**config.mk**
```make
export PLATFORM = sky130hd
export DESIGN_NAME = traffic_phase_ctrl
export DESIGN_NICKNAME = d
export VERILOG_FILES = /design/src/rtl/traffic_pkg.sv /design/src/rtl/traffic_phase_ctrl_tick.sv /design/src/rtl/traffic_phase_ctrl.sv
export SDC_FILE = /design/constraint.sdc
export NUM_CORES = 1
export LEC_CHECK = 0
export CAP_MARGIN = 20
export CORE_MARGIN = 5
export CORE_UTILIZATION = 40
export CTS_CLUSTER_DIAMETER = 150
export DETAILED_ROUTE_END_ITERATION = 10
export PLACE_DENSITY = 0.65
export SYNTH_ARGS = -nofsm -noshare
export SYNTH_HDL_FRONTEND = slang
export SYNTH_SLANG_ARGS = --single-unit
```
**constraint.sdc**
```tcl
create_clock -name tclk -period 6.2 [get_ports tclk]
set_input_delay 1.24 -clock tclk [delete_from_list [all_inputs] [get_ports tclk]]
set_output_delay 1.24 -clock tclk [all_outputs]
set_load 0.01 [all_outputs]
```
**src/rtl/traffic_pkg.sv**
```systemverilog
`default_nettype none
// ============================================================================
// Module   : traffic_pkg
// Purpose  : Shared types and constants for the intersection phase controller:
//            phase state enum, one-hot lamp encodings {red, yellow, green},
//            default tick counts, and small helper functions.
// Revision : 1.0 - initial release
// ============================================================================
package traffic_pkg;

    typedef enum logic [2:0] {
        ST_ALL_RED_2 = 3'd0,
        ST_NS_GREEN  = 3'd1,
        ST_NS_YELLOW = 3'd2,
        ST_ALL_RED_1 = 3'd3,
        ST_EW_GREEN  = 3'd4,
        ST_EW_YELLOW = 3'd5
    } state_t;

    localparam logic [2:0] c_RED = 3'b100;
    localparam logic [2:0] c_YEL = 3'b010;
    localparam logic [2:0] c_GRN = 3'b001;

    localparam int c_GREEN_TICKS_DEF  = 4;
    localparam int c_YELLOW_TICKS_DEF = 1;
    localparam int c_RED_TICKS_DEF    = 1;
    localparam int c_WALK_TICKS_DEF   = 2;

    function automatic int max4(input int a, input int b, input int c, input int d);
        int m;
        m = a;
        if (b > m) m = b;
        if (c > m) m = c;
        if (d > m) m = d;
        return m;
    endfunction

    function automatic logic [2:0] ns_lamp(input state_t s);
        case (s)
            ST_NS_GREEN:  return c_GRN;
            ST_NS_YELLOW: return c_YEL;
            default:      return c_RED;
        endcase
    endfunction

    function automatic logic [2:0] ew_lamp(input state_t s);
        case (s)
            ST_EW_GREEN:  return c_GRN;
            ST_EW_YELLOW: return c_YEL;
            default:      return c_RED;
        endcase
    endfunction

endpackage
`default_nettype wire

```
**src/rtl/traffic_phase_ctrl_tick.sv**
```systemverilog
`default_nettype none
// ============================================================================
// Module   : phase_tick_cnt
// Purpose  : Saturating tick counter for one light phase. Counts enable
//            pulses, holds at limit-1, and flags terminal count when an
//            enable pulse arrives while already at limit-1.
// Ports    : tclk  - clock (posedge)
//            rst   - synchronous active-high reset
//            clr   - synchronous clear (phase change)
//            en    - count enable (timer expiration pulse)
//            limit - phase length in ticks (>=1)
//            tc    - terminal count: this pulse ends the phase
// Revision : 1.0 - initial release
// ============================================================================
module phase_tick_cnt #(
    parameter int W = 3
) (
    input  logic         tclk,
    input  logic         rst,
    input  logic         clr,
    input  logic         en,
    input  logic [W-1:0] limit,
    output logic         tc
);

    logic [W-1:0] r_cnt;
    logic         w_at_lim;

    // ">=" rather than "==" so a runtime limit change never lets it run past.
    assign w_at_lim = (r_cnt >= (limit - W'(1)));
    assign tc       = en && w_at_lim;

    always_ff @(posedge tclk) begin
        if (rst || clr) begin
            r_cnt <= '0;
        end else if (en && !w_at_lim) begin
            r_cnt <= r_cnt + W'(1);
        end
    end

endmodule
`default_nettype wire

```
**src/rtl/traffic_phase_ctrl.sv**
```systemverilog
`default_nettype none
// ============================================================================
// Module   : traffic_phase_ctrl
// Purpose  : Two-way intersection phase controller. Restarts the countdown
//            timer (ct), counts its expirations (t) to time each phase and
//            drives one-hot {red, yellow, green} lamps for both roads.
// Ports    : tclk     - clock (posedge)
//            rst      - synchronous active-high reset
//            t        - timer expiration pulse
//            ew_car   - east-west vehicle sensor (level)
//            ped_req  - pedestrian button (level or pulse)
//            ct       - timer restart, registered rst|t
//            ns_light - north-south lamps, one-hot
//            ew_light - east-west lamps, one-hot
//            walk     - pedestrian walk lamp
// Config   : PED_XING_EN - when defined, all-red phases can host a walk
//            interval of WALK_TICKS; otherwise ped_req is ignored.
// Revision : 1.0 - initial release
// ============================================================================
module traffic_phase_ctrl
    import traffic_pkg::*;
#(
    parameter int GREEN_TICKS  = c_GREEN_TICKS_DEF,
    parameter int YELLOW_TICKS = c_YELLOW_TICKS_DEF,
    parameter int RED_TICKS    = c_RED_TICKS_DEF,
    parameter int WALK_TICKS   = c_WALK_TICKS_DEF
) (
    input  logic       tclk,
    input  logic       rst,
    input  logic       t,
    input  logic       ew_car,
    input  logic       ped_req,
    output logic       ct,
    output logic [2:0] ns_light,
    output logic [2:0] ew_light,
    output logic       walk
);

    localparam int c_CNT_W = $clog2(max4(GREEN_TICKS, YELLOW_TICKS, RED_TICKS, WALK_TICKS)) + 1;

    localparam logic [c_CNT_W-1:0] c_LIM_GRN  = c_CNT_W'(GREEN_TICKS);
    localparam logic [c_CNT_W-1:0] c_LIM_YEL  = c_CNT_W'(YELLOW_TICKS);
    localparam logic [c_CNT_W-1:0] c_LIM_RED  = c_CNT_W'(RED_TICKS);
    localparam logic [c_CNT_W-1:0] c_LIM_WALK = c_CNT_W'(WALK_TICKS);

    state_t             r_state;
    state_t             w_next;
    logic               r_ew_wait;
    logic               r_ct;
    logic               r_walk;
    logic [2:0]         r_ns;
    logic [2:0]         r_ew;
    logic [c_CNT_W-1:0] w_limit;
    logic               w_tc;
    logic               w_chg;
    logic               w_enter_red;

`ifdef PED_XING_EN
    logic               r_ped_wait;
`else
    logic               w_unused_ped;
    assign w_unused_ped = ped_req;
`endif

    // Phase length for the current state; an all-red hosting a walk is longer.
    always_comb begin
        w_limit = c_LIM_RED;
        case (r_state)
            ST_NS_GREEN, ST_EW_GREEN:   w_limit = c_LIM_GRN;
            ST_NS_YELLOW, ST_EW_YELLOW: w_limit = c_LIM_YEL;
            default:                    w_limit = r_walk ? c_LIM_WALK : c_LIM_RED;
        endcase
    end

    phase_tick_cnt #(
        .W (c_CNT_W)
    ) u_tick (
        .tclk  (tclk),
        .rst   (rst),
        .clr   (w_chg),
        .en    (t),
        .limit (w_limit),
        .tc    (w_tc)
    );

    always_comb begin
        w_next = r_state;
        case (r_state)
            ST_ALL_RED_2: if (w_tc) w_next = ST_NS_GREEN;
            // NS green holds past its minimum until east-west demand exists.
            ST_NS_GREEN:  if (w_tc && (r_ew_wait || ew_car)) w_next = ST_NS_YELLOW;
            ST_NS_YELLOW: if (w_tc) w_next = ST_ALL_RED_1;
            ST_ALL_RED_1: if (w_tc) w_next = ST_EW_GREEN;
            ST_EW_GREEN:  if (w_tc) w_next = ST_EW_YELLOW;
            ST_EW_YELLOW: if (w_tc) w_next = ST_ALL_RED_2;
            default:      w_next = ST_ALL_RED_2;
        endcase
    end

    assign w_chg       = (w_next != r_state);
    assign w_enter_red = w_chg && ((w_next == ST_ALL_RED_1) || (w_next == ST_ALL_RED_2));

    always_ff @(posedge tclk) begin
        if (rst) begin
            r_state   <= ST_ALL_RED_2;
            r_ew_wait <= 1'b0;
            r_ct      <= 1'b1;
            r_walk    <= 1'b0;
            r_ns      <= c_RED;
            r_ew      <= c_RED;
`ifdef PED_XING_EN
            r_ped_wait <= 1'b0;
`endif
        end else begin
            r_state <= w_next;
            r_ct    <= t;
            // Lamps decoded from the next state so they move with the state.
            r_ns    <= ns_lamp(w_next);
            r_ew    <= ew_lamp(w_next);

            // Demand is consumed when NS green yields, so a car seen on that
            // same cycle does not trigger a second, spurious early exit.
            if (w_chg && ((r_state == ST_NS_GREEN) || (w_next == ST_EW_GREEN))) begin
                r_ew_wait <= 1'b0;
            end else if (ew_car) begin
                r_ew_wait <= 1'b1;
            end

`ifdef PED_XING_EN
            if (w_enter_red) begin
                r_walk     <= r_ped_wait || ped_req;
                r_ped_wait <= 1'b0;
            end else begin
                if (w_chg) begin
                    r_walk <= 1'b0;
                end
                if (ped_req) begin
                    r_ped_wait <= 1'b1;
                end
            end
`else
            r_walk <= 1'b0;
`endif
        end
    end

`ifndef PED_XING_EN
    logic w_unused_enter;
    assign w_unused_enter = w_enter_red;
`endif

    assign ct       = r_ct;
    assign ns_light = r_ns;
    assign ew_light = r_ew;
    assign walk     = r_walk;

endmodule
`default_nettype wire

```
==> flow_summary.ini, run 1 <==
[synth]
synth_cell_types = 33
ys_seq_area_frac = 0.408
synth_compound_area_frac = 0.246
yosysMostFrequentCell = dfxtp_1
synth-adder-area-share = 0.0546
ys.flop_type = dfxtp_1
synth_top_family_by_area = compound AO/OA/AOI/OAI gates
synth.mux.area_fraction = 0.0146
synth-seq-cells = 14
synthTopCellsByCount = dfxtp_1 (14), a21oi_1 (6), inv_1 (5), nor3_1 (5), nand2_1 (4)
ys_top_cells_by_area = dfxtp_1 (41%), ha_1 (5.5%), a21oi_1 (4.4%)
synth-async-reset-ratio = 0
synth_area_um2 = 687
netlist_instances = 75
yosysTopAreaCell = dfxtp_1
synth_xor_area_frac = 0.0383
synth-edff-count = 0
yosys.area_share.simple = 0.177
yosys_warnings = 0
avgSynthCellArea_um2 = 9.16
synth_fp_nets = 83
synth_top_area_frac = 0.408

[setup_path]
crit_path_start_kind = primary input
cp.required_ns = 6.38
cp.buffers_inverters = 1
worstSetupEndpointType = register
cp_top_family = buffers and inverters
crit_slowest_cell = clkdlybuf4s50_1
critical-path-max-stage-delay_ns = 0.57
critical_path_arrival_ns = 2.76
crit_type = in -> reg
cp_cell_sequence = clkdlybuf4s50_1, nand2_2, o21a_1, or3_4, o221a_1
critical_path.max_fanout = 5

[floorplan]
dieArea_mm2 = 0.00265
fp.dieW_um = 51.4
num_rows = 15
ios = 13
core-area_mm2 = 0.00167
die_h_um = 51.4
initial_core_util = 0.411

[clocking]
cts_hold_buf = 0
numCtsBuffers = 3
cts_tree = built
cts_max_level = 1
cts_max_path_buffers = 2
clock_latency_ns = 0.28
postCtsResizedCells = 0
cts_sinks = 14
clkSlewWorstSetupHoldPaths_ns = 0.08
cts_setup_buffers = 0
clockRootBuffer = clkbuf_4

[timing]
setup_viol = 0
period_minus_slack_ns = 2.58
hold_viol = 0
clock.fmax_mhz = 387
final.period_utilization = 0.416
setup_tns_ns = 0
rsz0062_at_grt = no
slew_viol_final = 0
skew_ns = 0.000798

[placement]
port-buffer-count = 10
dp_hpwl_um = 958
post_dp_cell_area_um2 = 788
routabilityCongestion = 0.741

[layout]
area_delta_synth_final_pct = 20.0
nFillCells = 166
antenna_cells = 0
nets = 94
fin_area_um2 = 825
drive_gt1_frac = 0.0941
multi_input_area_um2 = 368
area.sequential_um2 = 280

[global_route]
grt_pass1_wl_um = 2130
grt_usage = 0.109
grt_pass1_vias = 522
grt_antenna_before_repair = 0
grt_max_degree = 12
gr-total-overflow = 0

[routing]
vias = 542
wl_um = 1220
drc = 0
viasPerCell = 5.31
detail-route-antenna-nets = 0
drt_iter0_drc = 8
firstDrtPassIters = 4
routedWlPerCell_um = 12.0

[pwr]
powerDensity_mw_per_mm2 = 357
ir_drop_uv = 200
leakage_nw = 0.320

[run_status]
status = finished clean

[job]
cap_violations = 0

[worst_hold_path]
hold_class = reg -> reg
## final cells by class
class | instances | share of cell area
tap | 17 | 0.0258
inverter | 5 | 0.0228
timing repair buffer | 10 | 0.121
sequential | 14 | 0.340
clock buffer | 4 | 0.0440
multi-input combinational | 52 | 0.446
## where the power goes
group	internal (W)	switching (W)
clock network	0.0000358	0.0000284
registers	0.000104	0.0000119
logic	0.0000561	0.0000581
## cell usage in the layout (no fill, tap or decap), types with 2 or more instances in the layout
master	instances
a211oi_1	2
a21o_1	3
a21oi_1	6
clkbuf_4	3
clkdlybuf4s50_1	10
dfxtp_1	14
ha_1	3
inv_1	5
nand2_1	4
nand2b_1	2
nor2_1	3
nor2b_1	2
nor3_1	5
o21ai_1	2
o22ai_1	2
xnor2_1	2
## state kept, by name (all words and copies together) (netlist names)
register,cells
ns_light,3
ew_light,3
ct,1
r_ew_wait,1
u_tick.r_cnt,3
r_state,3
## worst paths after layout
kind / start / end / slack [ns] / cells past startpoint
setup reg to reg: r_state[2] / ns_light[2] / 3.87 / 8
hold / removal: u_tick.r_cnt[1] / u_tick.r_cnt[1] / 0.56 / 2
setup / recovery: t / ns_light[2] / 3.62 / 5
hold reg to reg: u_tick.r_cnt[1] / u_tick.r_cnt[1] / 0.56 / 2
## worst reg2reg max path, stage by stage (launching register included)
cell and delay [ns]:
dfxtp_1 0.49, xor2_1 0.17, nor2b_1 0.20, inv_1 0.06, ha_1 0.36, nand2_2 0.08
o21a_1 0.21, or3_4 0.39, o221a_1 0.26
## per-layer routing
layer	share of wire	vias up	track usage
met4	0.021	0	0.0524
met5	0	-	0
met1	0.46	247	0.116
li1	-	281	-
met2	0.46	9	0.178
met3	0.061	5	0.0554
## logic make-up after synthesis
| family | count (synthesis) |
|---|---|
| AOI/OAI and AO/OA | 22 |
| xor gates and xnor gates | 3 |
| adders and majority gates | 3 |
| buffers and inverters | 9 |
| DFF | 14 |
| muxes | 1 |
| other | 1 |
| and+or+nand+nor | 22 |
## through the flow
step                setup WS [ns]   util  total power, W  hold WS (ns)  cells
global route                 3.57  0.494        0.000316         0.597    102
global placement             3.33  0.472        0.000230         0.544     98
CTS                          3.63  0.494        0.000298         0.574    102
detailed placement           3.33  0.472        0.000232         0.561     98
floorplan                    3.96      -        0.000204         0.509     75
finish                       3.62  0.494        0.000294         0.563    102
Power figures use the tool's default switching activity.
==> run 2: changes to the inputs <==
==> constraint.sdc (replaced) <==
create_clock -name tclk -period 2.4 [get_ports tclk]
set_input_delay 0.48 -clock tclk [delete_from_list [all_inputs] [get_ports tclk]]
set_output_delay 0.48 -clock tclk [all_outputs]
set_load 0.01 [all_outputs]
==> run 2 against run 1 <==
  * Critical path depth up 3
  * Combinational power rose to 2.8 times the previous value
  * Via count increased by 2.0%
  * Count of clock-buffer cells in the layout did not move
  * Non-clock buffer count rose by 3
  * Hold slack got worse by 0.0066 ns
  * Global-route usage decreased by 0.14 points
  * Clock power rose to 2.5 times the previous value
  * Sequential power rose to 2.5 times the previous value
==> flow_summary.ini, run 2 (synthesis results as in run 1) <==
[clocking]
cts_sinks = 14
cts_tree = built
cts_setup_buffers = 0
cts_max_level = 1
clkSlewWorstSetupHoldPaths_ns = 0.08
clock_latency_ns = 0.27
postCtsResizedCells = 0
numCtsBuffers = 3
cts_hold_buf = 0
clockRootBuffer = clkbuf_4
cts_max_path_buffers = 2

[layout]
antenna_cells = 0
nets = 97
layout_commonest_cell = dfxtp_1
area_delta_synth_final_pct = 23.3
drive_gt1_frac = 0.125
final_cell_mix = dfxtp_1 (14), clkdlybuf4s50_1 (10), a21oi_1 (6)
final_core_util = 0.507

[setup_path]
worstSetupEndpointType = register
crit_type = reg -> reg
cp_cell_sequence = xor2_1, nor2b_1, inv_1, ha_1, nand2_2, o21a_1, or3_4, o221a_1
critical-path-max-stage-delay_ns = 0.37
critical_path.max_fanout = 3
crit_slowest_cell = ha_1
crit_path_start_kind = register
critical_path_arrival_ns = 2.29
cp.required_ns = 2.57

[routing]
firstDrtPassIters = 5
wl_um = 1240
drt_iter0_drc = 10
drc = 0
routedWlPerCell_um = 11.8
vias = 553
detail-route-antenna-nets = 0
viasPerCell = 5.27

[timing]
worst_slack_ns = 0.286
clock.fmax_mhz = 473
setup_viol = 0
rsz0062_at_grt = no
period_minus_slack_ns = 2.11
final.period_utilization = 0.881
hold_viol = 0
skew_ns = 0.00129
slew_viol_final = 0
setup_tns_ns = 0

[global_route]
grt_antenna_before_repair = 0
grt_max_degree = 12
grt_pass1_wl_um = 2100
grt_pass1_vias = 512
gr-total-overflow = 0
grt_usage = 0.108

[pwr]
leakage_nw = 0.336
powerDensity_mw_per_mm2 = 913
ir_drop_uv = 435

[run_status]
status = finished clean

[floorplan]
core-area_mm2 = 0.00167
fp.dieW_um = 51.4
initial_core_util = 0.411
dieArea_mm2 = 0.00265
num_rows = 15
ios = 13
die_h_um = 51.4

[placement]
routabilityCongestion = 0.754
dp_slack_ns = 0.289
dp_hpwl_um = 936
port-buffer-count = 10

[job]
cap_violations = 0

[worst_hold_path]
hold_class = reg -> reg
run 2: changes by cell type in the layout (fill, tap and decap cells not counted):
cell,previous run,this run
buf_4,0,3
run 2: final timing paths:
check	from	endpoint	slack (ns)	cells past startpoint
hold / removal	u_tick.r_cnt[1]	u_tick.r_cnt[1]	0.56	2
hold reg to reg	u_tick.r_cnt[1]	u_tick.r_cnt[1]	0.56	2
setup reg to reg	r_state[2]	ns_light[2]	0.29	8
setup / recovery	r_state[2]	ns_light[2]	0.29	8
run 2: layer usage:
layer  GRT usage  wire length, um  vias to the layer above
met1       0.122              528                      249
li1            -                -                      289
met2       0.172              618                       13
met5           0                0                        -
met4      0.0393                8                        0
met3      0.0554               80                        2
run 2: power by group:
group	leakage, nW	switching, W	total, W	internal [W]
clock network	0.0210	0.0000704	0.000163	0.0000923
registers	0.115	0.0000222	0.000291	0.000269
logic	0.200	0.000160	0.000320	0.000159
run 2: layout make-up:
class	count	area [um^2]
Fill cell	159	823
Multi-Input combinational cell	52	368
Sequential cell	14	280
Timing Repair Buffer	13	123
Clock buffer	4	36.3
Tap cell	17	21.3
Inverter	5	18.8
run 2: critical path, delay by kind of cell, from the launching register on:
kind | cells | cell delay, ns
compound gates | 2 | 0.44
fa+ha+maj | 1 | 0.37
xor+xnor | 1 | 0.13
simple gates | 3 | 0.66
flops | 1 | 0.35
buf+inv | 1 | 0.06
run 2: stage by stage:
| step | total power (W) | cell area, um^2 | instances | hold WS, ns |
|---|---|---|---|---|
| finish | 0.000773 | 847 | 105 | 0.556 |
| detailed placement | 0.000614 | 811 | 101 | 0.551 |
| floorplan | 0.000527 | 687 | 75 | 0.509 |
| CTS | 0.000780 | 847 | 105 | 0.567 |
| global placement | 0.000613 | 811 | 101 | 0.543 |
| global route | 0.000829 | 847 | 105 | 0.588 |
==> run 3: changes to the inputs <==
--- a/config.mk
+++ b/config.mk
@@ -11,6 +11,7 @@
 export CTS_CLUSTER_DIAMETER = 150
 export DETAILED_ROUTE_END_ITERATION = 10
 export PLACE_DENSITY = 0.65
+export SLEW_MARGIN = 20
 export SYNTH_ARGS = -nofsm -noshare
 export SYNTH_HDL_FRONTEND = slang
 export SYNTH_SLANG_ARGS = --single-unit
==> results of run 3 <==
No change in the layout: final DEF, timing and power equal those of run 2.
